==> src/rtl/fetch_controller.sv <==
// Fetch-stage control FSM: steers PC redirects, flushes, stalls and halt for a
// simple in-order pipeline. All outputs are Moore-decoded from the state register.
module fetch_controller #(
  parameter int ADDR_W = 16,
  parameter int CNT_W  = 8
) (
  input  logic              clk,
  input  logic              reset,
  input  logic              br_taken,
  input  logic [ADDR_W-1:0] br_target,
  input  logic              jmp,
  input  logic [ADDR_W-1:0] jmp_target,
  input  logic              load_use,
  input  logic              mem_busy,
  input  logic              halt_ins,
  input  logic              resume,
  output logic              pc_mux_sel,
  output logic [ADDR_W-1:0] jmp_loc,
  output logic              stall,
  output logic              stall_pm,
  output logic              flush,
  output logic              halted,
  output logic [CNT_W-1:0]  redirect_count
);

  localparam logic [2:0] RUN      = 3'd0;
  localparam logic [2:0] REDIR    = 3'd1;
  localparam logic [2:0] FLUSH    = 3'd2;
  localparam logic [2:0] LU_STALL = 3'd3;
  localparam logic [2:0] MEM_WAIT = 3'd4;
  localparam logic [2:0] HALT     = 3'd5;

  logic [2:0]        state_q;
  logic [2:0]        state_d;
  logic [ADDR_W-1:0] tgt_q;
  logic [CNT_W-1:0]  cnt_q;
  logic              take_redirect;

  // Only RUN looks at hazards; every other state belongs to a squashed or held slot.
  always_comb begin
    state_d = state_q;
    case (state_q)
      RUN: begin
        if (br_taken || jmp)  state_d = REDIR;
        else if (mem_busy)    state_d = MEM_WAIT;
        else if (load_use)    state_d = LU_STALL;
        else if (halt_ins)    state_d = HALT;
        else                  state_d = RUN;
      end
      REDIR:    state_d = FLUSH;
      FLUSH:    state_d = mem_busy ? MEM_WAIT : RUN;
      LU_STALL: state_d = RUN;
      MEM_WAIT: state_d = mem_busy ? MEM_WAIT : RUN;
      HALT:     state_d = resume ? RUN : HALT;
      default:  state_d = RUN;
    endcase
  end

  assign take_redirect = (state_q == RUN) && (br_taken || jmp);

  always_ff @(posedge clk) begin
    if (reset) begin
      state_q <= RUN;
      tgt_q   <= '0;
      cnt_q   <= '0;
    end else begin
      state_q <= state_d;
      if (take_redirect) begin
        tgt_q <= br_taken ? br_target : jmp_target;
        // Saturate rather than wrap so a long run never reads as few redirects.
        if (cnt_q != '1) cnt_q <= cnt_q + 1'b1;
      end
    end
  end

  assign pc_mux_sel     = (state_q == REDIR);
  assign flush          = (state_q == REDIR) || (state_q == FLUSH);
  assign stall          = (state_q == LU_STALL) || (state_q == MEM_WAIT) || (state_q == HALT);
  assign stall_pm       = stall;
  assign halted         = (state_q == HALT);
  assign jmp_loc        = tgt_q;
  assign redirect_count = cnt_q;

endmodule

==> config.mk <==
export PLATFORM = sky130hd
export DESIGN_NAME = fetch_controller
export DESIGN_NICKNAME = d
export VERILOG_FILES = /design/src/rtl/fetch_controller.sv
export SDC_FILE = /design/constraint.sdc
export NUM_CORES = 1
export LEC_CHECK = 0
export CORE_MARGIN = 5
export CORE_UTILIZATION = 36
export CTS_BUF_LIST = sky130_fd_sc_hd__clkbuf_16
export CTS_CLUSTER_DIAMETER = 120
export DETAILED_ROUTE_END_ITERATION = 10
export GPL_TIMING_DRIVEN = 0
export PLACE_DENSITY = 0.71
export REMOVE_ABC_BUFFERS = 1
export SLEW_MARGIN = 10
export SYNTH_ARGS = -nofsm -noshare
export SYNTH_HDL_FRONTEND = slang
export SYNTH_SLANG_ARGS = --single-unit
==> constraint.sdc <==
create_clock -name clk -period 1.71 [get_ports clk]
set_input_delay 0.2565 -clock clk [delete_from_list [all_inputs] [get_ports clk]]
set_output_delay 0.2565 -clock clk [all_outputs]
set_load 0.01 [all_outputs]
* Word level (Yosys, flattened, before mapping)
Index checks and enable logic that the tools add are counted.
Storage, ports and cells: register bits 27, latch bits 0, RAM bits 0, memory bits (read-only) 0, input bits 40, output and inout port bits 29, memories kept 0
Operators by class: add/sub/neg operators 1, $mul 0, div/mod/pow operators 0, magnitude comparators 0, equality and inequality tests 6, shift operators 0, mux-type cells 8, bitwise logic cells 0, reduce and logical (&&, ||, !) cells 8
Operator list (count):
- 2-to-1 mux 3 bit | 6
- 2-to-1 mux 16 bit | 1
- case mux 3 bit (4 select lines) | 1
- adder 8 x 1 -> 8 bit (second input constant) | 1
- inequality test 8 bit (second input constant) | 1
- equality test 3 x 2 -> 1 bit (second input constant) | 2
- equality test 3 bit (second input constant) | 2
- logical OR 1 bit | 4
- equality test 3 x 1 -> 1 bit (second input constant) | 1
- logical NOT 3 bit | 1
- AND reduction 2 bit | 1
- OR reduction 2 bit | 1
- logical AND 1 bit | 1

* Longest topological paths before layout
word-level depth 5, gate-level depth with buffers 5, mapped depth without buffers 4

* Worst setup path after synthesis
OpenSTA, ideal clock, no wires.
path kind register to register, start point register cnt_q[0], in the netlist redirect_count[0], end point register cnt_q[4], in the netlist redirect_count[4], setup time 0.123 ns, data arrival time 1.652 ns, data required time 1.587 ns, setup slack -0.065 ns, cell stages (with the launch flop) 5, path buffers 0, period minus slack after synthesis 1.775 ns, cells stage by stage dfxtp_1 -> ha_1 -> or4b_4 -> nor4_2 -> mux2_1
On the way: longest elaborated chain between the ends 2, elaborated cells on any way between the ends 3, classes of those cells 1 x add/sub; 1 x eq/ne; 1 x reduce/logical
RTL lines:
- start, declared | RTL line 36 | logic [CNT_W-1:0] cnt_q;
- start signal, assigned | RTL line 71 | if (cnt_q != '1) cnt_q <= cnt_q + 1'b1;
- parallel branches: the longest is 2 deep, another holds adder 8 x 1 -> 8 bit
Several ways; the timed one is not identified. A chain may end at the register's enable or synchronous reset.

* Final worst setup path
start point register state_q[1], end point output halted
On the way: longest elaborated chain between the ends 1
RTL lines:
- start, declared | RTL line 33 | logic [2:0] state_q;
- start signal, assigned | RTL line 67 | state_q <= state_d;
- equality test 3 bit | RTL line 80 | assign halted = (state_q == HALT);
- end, declared | RTL line 22 | output logic halted,
No other way between the ends.

==> flow_summary.ini <==
[floorplanning]
pin_count = 69
dieArea_um2 = 5360
row_count = 23
die_h_um = 73.2
initial_core_util_pct = 36.5
die_x_um = 73.2
coreArea_um2 = 3940

[sta]
hold_viol = 0
whs_ps = 520
rsz0062_at_grt = yes
finalSetupViolCount = 0
clock_skew_ps = 5.07
fmax_mhz = 605
max_slew_margin_pct = 26.8
tightest_slew_ps = 1100
finalCriticalPeriod_ps = 1650
fin_crit_sh_pct = 96.6
worst_slack_ps = 57.3
maxSlewViolCount = 0

[placement]
dpl.hpwl_mm = 2.75
dpl.cell_count = 258
routabilityCongestion = 0.799
post-place-ws_ps = -902
portBuffers = 68

[yosys]
netlist_top_cells_area = dfxtp_1 (38%), mux2i_1 (13%), a211oi_1 (11%), a21oi_1 (5.6%), buf_2 (2.8%)
synthTopCellsByCount = dfxtp_1 (27), a211oi_1 (21), mux2i_1 (18), a21oi_1 (16), buf_2 (8)
ys.flop_type = dfxtp_1
synth_cell_types = 37
ys_seq_area_share_pct = 37.6
yosysMostFrequentCell = dfxtp_1
avgSynthCellArea_um2 = 9.34
synth_top_area_share_pct = 37.6
netlist_instances = 154
ys_async_sr_fraction_pct = 0
synth_edf_count = 0
ys_warn_count = 0
netlist_area_um2 = 1440
ys_ff_latch = 27
yosys.area.top_type = dfxtp_1

[layout]
num-fill-cells = 335
area_delta_synth_final_pct = 58.7
drive_gt1_share_pct = 11.1
fin_cells = 267
nets = 259
antennaDiodeCount = 0
fin_util_pct = 57.9

[power_and_ir_drop]
p_leak_nw = 0.895
p_sw_mw = 0.656
pwr-share-seq_pct = 38.9
pwr_density_cell_nw_per_um2 = 938
pwr-share-clk_pct = 24.7
swShare_pct = 30.6
vdd_drop_max_mv = 0.447
p_int_mw = 1.49
power_frac_comb_pct = 36.4

[critical_path]
required_ps = 1450
rr_worst_depth = 4
max_stage_delay_ps = 530
crit_type = reg -> out
worst_path_max_delay_cell = clkdlybuf4s50_1
worstPathCellList = inv_1 > and3_1 > clkdlybuf4s50_1
cp-start-kind = flop
end_kind = output pin
cp.arrival_ps = 1400
crit_fanout = 12

[routing]
viasPerCell = 5.36
dr_wl_met2_mm = 1.87
drt_iter0_drc = 90
drc = 0
vias = 1430
met3_length_um = 357
wl_met1_mm = 1.70
highest_layer = met4
ant_nets = 0
wire_per_inst_um = 14.9
routed_wl_mm = 3.98
first_pass_iters = 4

[global_routing]
grt_max_degree = 31
grtUsageTotal_pct = 15.0
grt_pass1_wl_mm = 6.40
grt_pass1_vias = 1398
antenna_found_initial = 0
grt-ovfl-total = 0

[clock_tree]
cts_root_buf = clkbuf_16
path_clk_slew_ps = 60
clock-sinks = 27
cts_hold_buf = 0
insertion_delay_ps = 260
clk_path_buf_depth = 2
numCtsBuffers = 3
htreeDepth = 1
cts_tree = built

[job]
drv_cap = 0

[run_status]
status = completed

[hold_path]
min_path_type = reg -> reg
whs_path_depth = 2
critical path, delay by kind of cell (launching register included):
family / cells / cell delay (ps)
AND/OR/NAND/NOR: 1 / 140
flip-flops: 1 / 390
buffers and inverters: 2 / 610
power by group through the flow:
stage                     combinational (mW)  clock (mW)  sequential (mW)
after floorplan                        0.306           0            0.855
after global placement                 0.731           0            0.825
after detailed placement               0.742           0            0.831
after CTS                              0.784       0.543            0.835
after global routing                   0.853       0.569            0.852
final                                  0.779       0.529            0.833
placed cells by master (no fill, tap or decap), drive strengths merged, types with 3 or more instances in the layout:
master         instances
clkdlybuf4s50         62
dfxtp                 27
a211oi                22
mux2i                 18
a21oi                 16
nor2                   8
a31oi                  6
and3                   5
nor2b                  5
buf                    5
inv                    3
nand2b                 3
clkbuf                 3
dlymetal6s2s           3
kinds of logic (layout without fill, tap and decap cells):
family | after synthesis | count (layout) | synth area share, %
multiplexers | 20 | 20 | 14.1
AND/OR/NAND/NOR | 33 | 34 | 14.9
buffers and inverters | 16 | 78 | 5.13
AO/OA/AOI/OAI | 56 | 56 | 26.9
adder cells (fa/ha/maj) | 1 | 1 | 0.869
flip-flops | 27 | 27 | 37.6
XOR/XNOR | 1 | 1 | 0.609
cell type report:
cell class	count	area [µm²]	share of cell area [%]
Multi-Input combinational cell	112	865	37.9
Timing Repair Buffer	72	711	31.1
Sequential cell	27	559	24.5
Clock buffer	3	75.1	3.29
Tap cell	50	62.6	2.74
Inverter	2	7.51	0.329
Clock inverter	1	3.75	0.164
per-layer routing:
| metal | up-vias | global-route usage [%] |
|---|---|---|
| li1 | 713 | - |
| met1 | 658 | 18.8 |
| met2 | 54 | 24.6 |
| met3 | 5 | 3.99 |
| met4 | 0 | 5.33 |
| met5 | - | 0 |
final timing paths:
| path | startpoint | end | slack, ps |
|---|---|---|---|
| max | state_q[1]$_SDFF_PP0_ | halted | 60 |
| min | jmp_loc[14]$_SDFFE_PP0P_ | jmp_loc[14]$_SDFFE_PP0P_ | 520 |
| max reg2reg | redirect_count[0]$_SDFFE_PP0P_ | redirect_count[4]$_SDFFE_PP0P_ | 60 |
| min reg2reg | jmp_loc[14]$_SDFFE_PP0P_ | jmp_loc[14]$_SDFFE_PP0P_ | 520 |
sequential cells by signal, summed over array words and instances, names as in the netlist:
name            count
jmp_loc            16
redirect_count      8
state_q             3
stage by stage:
step	power (mW)	TNS [ps]	area, µm²
6_report	2.14	0	2280
5_1_grt	2.27	-8.52	2280
4_1_cts	2.16	0	2280
3_5_place_dp	1.57	-21480	2120
3_3_place_gp	1.56	-21050	2120
2_1_floorplan	1.16	-64.9	1370
repair_timing:
| action | 4_1_cts | 5_1_grt |
|---|---|---|
| resized for setup | 19 | 6 |
| gates cloned | 1 | 0 |
| buffers inserted | 4 | 0 |
| endpoints found under the setup margin | 32 | 23 |
| pin swaps | 2 | 0 |
(Power assumes the default switching activity.)
